===== config.mk =====
export PLATFORM = sky130hd
export DESIGN_NAME = multicycle_ctrl
export DESIGN_NICKNAME = d
export VERILOG_FILES = /design/src/rtl/multicycle_ctrl.sv
export SDC_FILE = /design/constraint.sdc
export NUM_CORES = 1
export LEC_CHECK = 0
export CORE_ASPECT_RATIO = 0.7
export CORE_MARGIN = 4
export CORE_UTILIZATION = 35
export DETAILED_ROUTE_END_ITERATION = 10
export GPL_ROUTABILITY_DRIVEN = 0
export PLACE_DENSITY = 0.68
export SLEW_MARGIN = 25
export SYNTH_ARGS = -nofsm -noshare
export SYNTH_HDL_FRONTEND = slang
export SYNTH_SLANG_ARGS = --single-unit

===== constraint.sdc =====
create_clock -name clk -period 6.2 [get_ports clk]
set_input_delay 1.86 -clock clk [delete_from_list [all_inputs] [get_ports clk]]
set_output_delay 1.86 -clock clk [all_outputs]
set_load 0.02 [all_outputs]

===== src/rtl/multicycle_ctrl.sv =====
// Multicycle MIPS-style main control FSM: Moore datapath controls per state,
// memory-ready handshaking and a retired-instruction counter.
module multicycle_ctrl #(
    parameter int USE_MEM_READY = 1
) (
    input  logic        clk,
    input  logic        rst,
    input  logic [5:0]  opcode,
    input  logic        mem_ready,
    output logic        pc_write,
    output logic        pc_write_cond,
    output logic        i_or_d,
    output logic        mem_read,
    output logic        mem_write,
    output logic        ir_write,
    output logic        mem_to_reg,
    output logic        reg_dst,
    output logic        reg_write,
    output logic        alu_src_a,
    output logic [1:0]  alu_src_b,
    output logic [1:0]  alu_op,
    output logic [1:0]  pc_source,
    output logic [3:0]  state,
    output logic        instr_done,
    output logic        illegal,
    output logic [31:0] instret
);

    localparam logic [3:0] FETCH  = 4'd0;
    localparam logic [3:0] DECODE = 4'd1;
    localparam logic [3:0] MEMADR = 4'd2;
    localparam logic [3:0] MEMRD  = 4'd3;
    localparam logic [3:0] MEMWB  = 4'd4;
    localparam logic [3:0] MEMWR  = 4'd5;
    localparam logic [3:0] EXEC   = 4'd6;
    localparam logic [3:0] RWB    = 4'd7;
    localparam logic [3:0] BRANCH = 4'd8;
    localparam logic [3:0] JUMP   = 4'd9;
    localparam logic [3:0] ADDIEX = 4'd10;
    localparam logic [3:0] ADDIWB = 4'd11;

    localparam logic [5:0] OP_RTYPE = 6'b000000;
    localparam logic [5:0] OP_LW    = 6'b100011;
    localparam logic [5:0] OP_SW    = 6'b101011;
    localparam logic [5:0] OP_BEQ   = 6'b000100;
    localparam logic [5:0] OP_J     = 6'b000010;
    localparam logic [5:0] OP_ADDI  = 6'b001000;

    logic [3:0]  r_state;
    logic [31:0] r_instret;
    logic [3:0]  w_next;
    logic        w_rdy;
    logic        w_pc_write, w_pc_write_cond, w_mem_read, w_mem_write;
    logic        w_ir_write, w_reg_write, w_done, w_illegal;

    assign w_rdy = (USE_MEM_READY != 0) ? mem_ready : 1'b1;

    always_comb begin
        w_next = FETCH;
        case (r_state)
            FETCH:  w_next = w_rdy ? DECODE : FETCH;
            DECODE: begin
                case (opcode)
                    OP_RTYPE:      w_next = EXEC;
                    OP_LW, OP_SW:  w_next = MEMADR;
                    OP_BEQ:        w_next = BRANCH;
                    OP_J:          w_next = JUMP;
                    OP_ADDI:       w_next = ADDIEX;
                    default:       w_next = FETCH;
                endcase
            end
            MEMADR: w_next = (opcode == OP_LW) ? MEMRD : MEMWR;
            MEMRD:  w_next = w_rdy ? MEMWB : MEMRD;
            MEMWR:  w_next = w_rdy ? FETCH : MEMWR;
            EXEC:   w_next = RWB;
            ADDIEX: w_next = ADDIWB;
            default: w_next = FETCH;
        endcase
    end

    always_comb begin
        w_pc_write      = 1'b0;
        w_pc_write_cond = 1'b0;
        w_mem_read      = 1'b0;
        w_mem_write     = 1'b0;
        w_ir_write      = 1'b0;
        w_reg_write     = 1'b0;
        w_done          = 1'b0;
        w_illegal       = 1'b0;
        i_or_d          = 1'b0;
        mem_to_reg      = 1'b0;
        reg_dst         = 1'b0;
        alu_src_a       = 1'b0;
        alu_src_b       = 2'b00;
        alu_op          = 2'b00;
        pc_source       = 2'b00;
        case (r_state)
            FETCH: begin
                w_mem_read = 1'b1;
                alu_src_b  = 2'b01;
                // IR/PC only capture on the cycle the fetch actually completes
                w_ir_write = w_rdy;
                w_pc_write = w_rdy;
            end
            DECODE: begin
                alu_src_b = 2'b11;
                w_illegal = !(opcode inside {OP_RTYPE, OP_LW, OP_SW, OP_BEQ, OP_J, OP_ADDI});
            end
            MEMADR, ADDIEX: begin
                alu_src_a = 1'b1;
                alu_src_b = 2'b10;
            end
            MEMRD: begin
                w_mem_read = 1'b1;
                i_or_d     = 1'b1;
            end
            MEMWB: begin
                mem_to_reg  = 1'b1;
                w_reg_write = 1'b1;
                w_done      = 1'b1;
            end
            MEMWR: begin
                w_mem_write = 1'b1;
                i_or_d      = 1'b1;
                w_done      = w_rdy;
            end
            EXEC: begin
                alu_src_a = 1'b1;
                alu_op    = 2'b10;
            end
            RWB: begin
                reg_dst     = 1'b1;
                w_reg_write = 1'b1;
                w_done      = 1'b1;
            end
            BRANCH: begin
                alu_src_a       = 1'b1;
                alu_op          = 2'b01;
                w_pc_write_cond = 1'b1;
                pc_source       = 2'b01;
                w_done          = 1'b1;
            end
            JUMP: begin
                w_pc_write = 1'b1;
                pc_source  = 2'b10;
                w_done     = 1'b1;
            end
            ADDIWB: begin
                w_reg_write = 1'b1;
                w_done      = 1'b1;
            end
            default: ;
        endcase
    end

    // State-changing strobes are squashed during reset so nothing escapes mid-reset
    assign pc_write      = w_pc_write      & ~rst;
    assign pc_write_cond = w_pc_write_cond & ~rst;
    assign mem_read      = w_mem_read      & ~rst;
    assign mem_write     = w_mem_write     & ~rst;
    assign ir_write      = w_ir_write      & ~rst;
    assign reg_write     = w_reg_write     & ~rst;
    assign instr_done    = w_done          & ~rst;
    assign illegal       = w_illegal       & ~rst;
    assign state         = r_state;
    assign instret       = r_instret;

    always_ff @(posedge clk) begin
        if (rst) begin
            r_state   <= FETCH;
            r_instret <= 32'd0;
        end else begin
            r_state <= w_next;
            if (w_done)
                r_instret <= r_instret + 32'd1;
        end
    end

endmodule


==> results by group <==
Status
  • Run status: finished, final reports clean

Floorplan
  • DIE AREA: 7180 µm²
  • Row count: 23
  • Initial Util: 36.1%
  • Core area: 5700 µm²
  • IO Count: 63
  • Die width: 99.6 µm
  • Chip height: 72.1 µm

Setup path
  • Worst path required time: 4.34 ns
  • CP most frequent cell: clkdlybuf4s50_1
  • CP peak stage delay: 0.61 ns
  • Crit. End Element: output pin
  • Launching element type of the critical path: input pin
  • Critical path fanouts, max: 13
  • Cells along the critical path: clkdlybuf4s50_1 -> or4bb_1 -> nand4_4 -> nor2_1 -> clkdlybuf4s50_1
  • Crit Path Class: in2out
  • Arrival time worst endpoint: 3.81 ns
  • Critical path's slowest cell: or4bb_1

Routing
  • Vias/cell: 5.41
  • DRT antenna net count: 0
  • 1st-iter DRT viols: 69
  • DRC Markers: 0
  • Total Routed Length: 5550 µm
  • Drt wl/cell: 14.1 µm
  • Via count: 2121
  • First-pass DRT Iterations: 4

Global route
  • Gr usage total: 15.9%
  • First-pass GRT wire length: 9400 µm
  • Largest net degree at the start of global routing: 29
  • GRT overflow: 0
  • Initial antenna violation count: 0
  • Vias in the first global route: 1933

Final layout
  • Layout cells sized above 1: 5.05%
  • Seq. cell area: 721 µm²
  • Fill count: 552
  • Layout Nets: 327
  • Commonest non-fill, non-tap cell in the layout: clkdlybuf4s50_1
  • Area occupied by multi-input gates: 1250 µm²
  • Commonest non-fill, non-tap cells in the layout: clkdlybuf4s50_1, dfxtp_1, nor2_1
  • Final core utilization: 48.8%
  • P&R area growth vs syn: 35.4%
  • # diodes: 0

Placement
  • DP HPWL: 4080 µm
  • Port Buf Inserts: 62
  • DP Worst Slack: 0.523 ns

Logic synthesis
  • Number of synthesis warnings: 0
  • Number of synthesized flops with an enable pin: 0
  • Post-Synthesis Cell Area: 2050 µm²
  • Most used DFF post-synth: dfxtp_1
  • Post-synthesis sequential area ratio: 35.1%
  • Syn nets: 272
  • Async S/R FF share, synth: 0%
  • Synth cell types: 44
  • Synth Area per Inst: 7.84 µm²
  • Cells after Synth: 262
  • Yosys reg bits: 36

CTS
  • Clock root buffer: clkbuf_8
  • CTS Hold Bufs: 0
  • Post-CTS Repair Setup Buffers: 0
  • Sinks on Clock Net: 36
  • Clock transition at path regs: 0.06 ns
  • TritonCTS buffer count: 5
  • Worst skew pair latency: 0.28 ns
  • CTS tree: yes
  • H-tree lvl count: 2
  • Post-cts gate resize count: 0
  • Clk buf depth: 2

STA
  • Least-Margin Pin Slew: 0.631 ns
  • Crit path time final: 5.67 ns
  • Clock Skews: 0.00762 ns
  • Slew headroom: 57.5%
  • Setup TNS: 0 ns
  • Max Slew Vio Count: 0
  • RSZ-0062 raised after global routing: false
  • Max Freq: 176 MHz
  • Final period utilization: 91.5%
  • Final Hold Viols: 0
  • Final setup vio count: 0
  • Final worst slack: 0.530 ns

Pwr
  • LEAKAGE: 0.842 nW
  • Pwr dens: 152 nW/µm²
  • Max IR drop VDD: 0.0897 mV

Flow run
  • Max_cap viols: 0

Hold path
  • Worst Hold Class: reg2reg
layout make-up:
| class | instances | share of cell area, % |
|---|---|---|
| clock buffers | 6 | 2.61 |
| clock inverters | 1 | 0.180 |
| inverters | 4 | 0.540 |
| multi-input cells | 207 | 44.8 |
| flip-flops and latches | 36 | 25.9 |
| well taps | 75 | 3.37 |
| repair buffers | 63 | 22.6 |
metal layers:
metal | GRT usage [%] | vias up | wire, µm
met3 | 4.23 | 6 | 309
met2 | 23.1 | 60 | 2350
li1 | - | 1055 | -
met5 | 0 | - | 0
met4 | 3.33 | 0 | 54
met1 | 23.6 | 1000 | 2840
final timing paths:
| kind | from | endpoint | slack (ns) | cells past startpoint |
|---|---|---|---|---|
| worst max-delay path | mem_ready | instr_done | 0.53 | 5 |
| worst min-delay path | instret[31] | instret[31] | 0.50 | 2 |
| worst min register to register | instret[31] | instret[31] | 0.50 | 2 |
| worst max register to register | state[0] | instret[28] | 3.56 | 5 |
synth_stat cells (all sizes together), types with 3 or more instances:
library cell	n	area [µm²]
or2	4	25.0
or4	3	26.3
nor2	35	131
and4	7	63.8
nor3b	4	30.0
nor4	13	81.3
or3	9	56.3
and3	4	25.0
dfxtp	36	721
xor2	4	35.0
nand4	11	90.1
nand2	18	67.6
xnor2	20	175
inv	4	15.0
nand2b	4	25.0
o21ai	11	55.1
nand3	10	50.1
a21oi	19	95.1
clkbuf	11	41.3
nor3	13	65.1
buf	4	31.3
worst max-delay path: cells and delay by family:
kind,cells,cell delay (ns)
buffers and inverters,2,1.05
AND/OR/NAND/NOR,3,0.89
logic make-up (layout without fill, tap and decap cells):
family	after synthesis	count (layout)	synth area share [%]
XOR/XNOR	24	24	10.2
adder cells (fa/ha/maj)	1	1	0.609
flip-flops	36	36	35.1
AND/OR/NAND/NOR	143	143	39.0
AO/OA/AOI/OAI	39	39	10.8
buffers and inverters	19	74	4.26
report_power, final:
part | switching (mW) | internal (mW) | leakage [nW] | total, mW
Sequential | 0.00243 | 0.232 | 0.290 | 0.234
Clock | 0.0791 | 0.0764 | 0.0410 | 0.155
Combinational | 0.0181 | 0.0150 | 0.511 | 0.0331
sequential cells by signal, summed over array words and instances (netlist names):
register,count
instret,32
state,4
per-stage QoR:
step	instances	hold WS (ns)	power, mW	cell area, µm²
after floorplan	262	0.558	0.256	2050
after global placement	385	0.468	0.272	2700
after detailed placement	385	0.493	0.272	2700
after CTS	392	0.504	0.427	2780
after global routing	392	0.542	0.440	2780
final	392	0.503	0.423	2780
(Power assumes the default switching activity.)
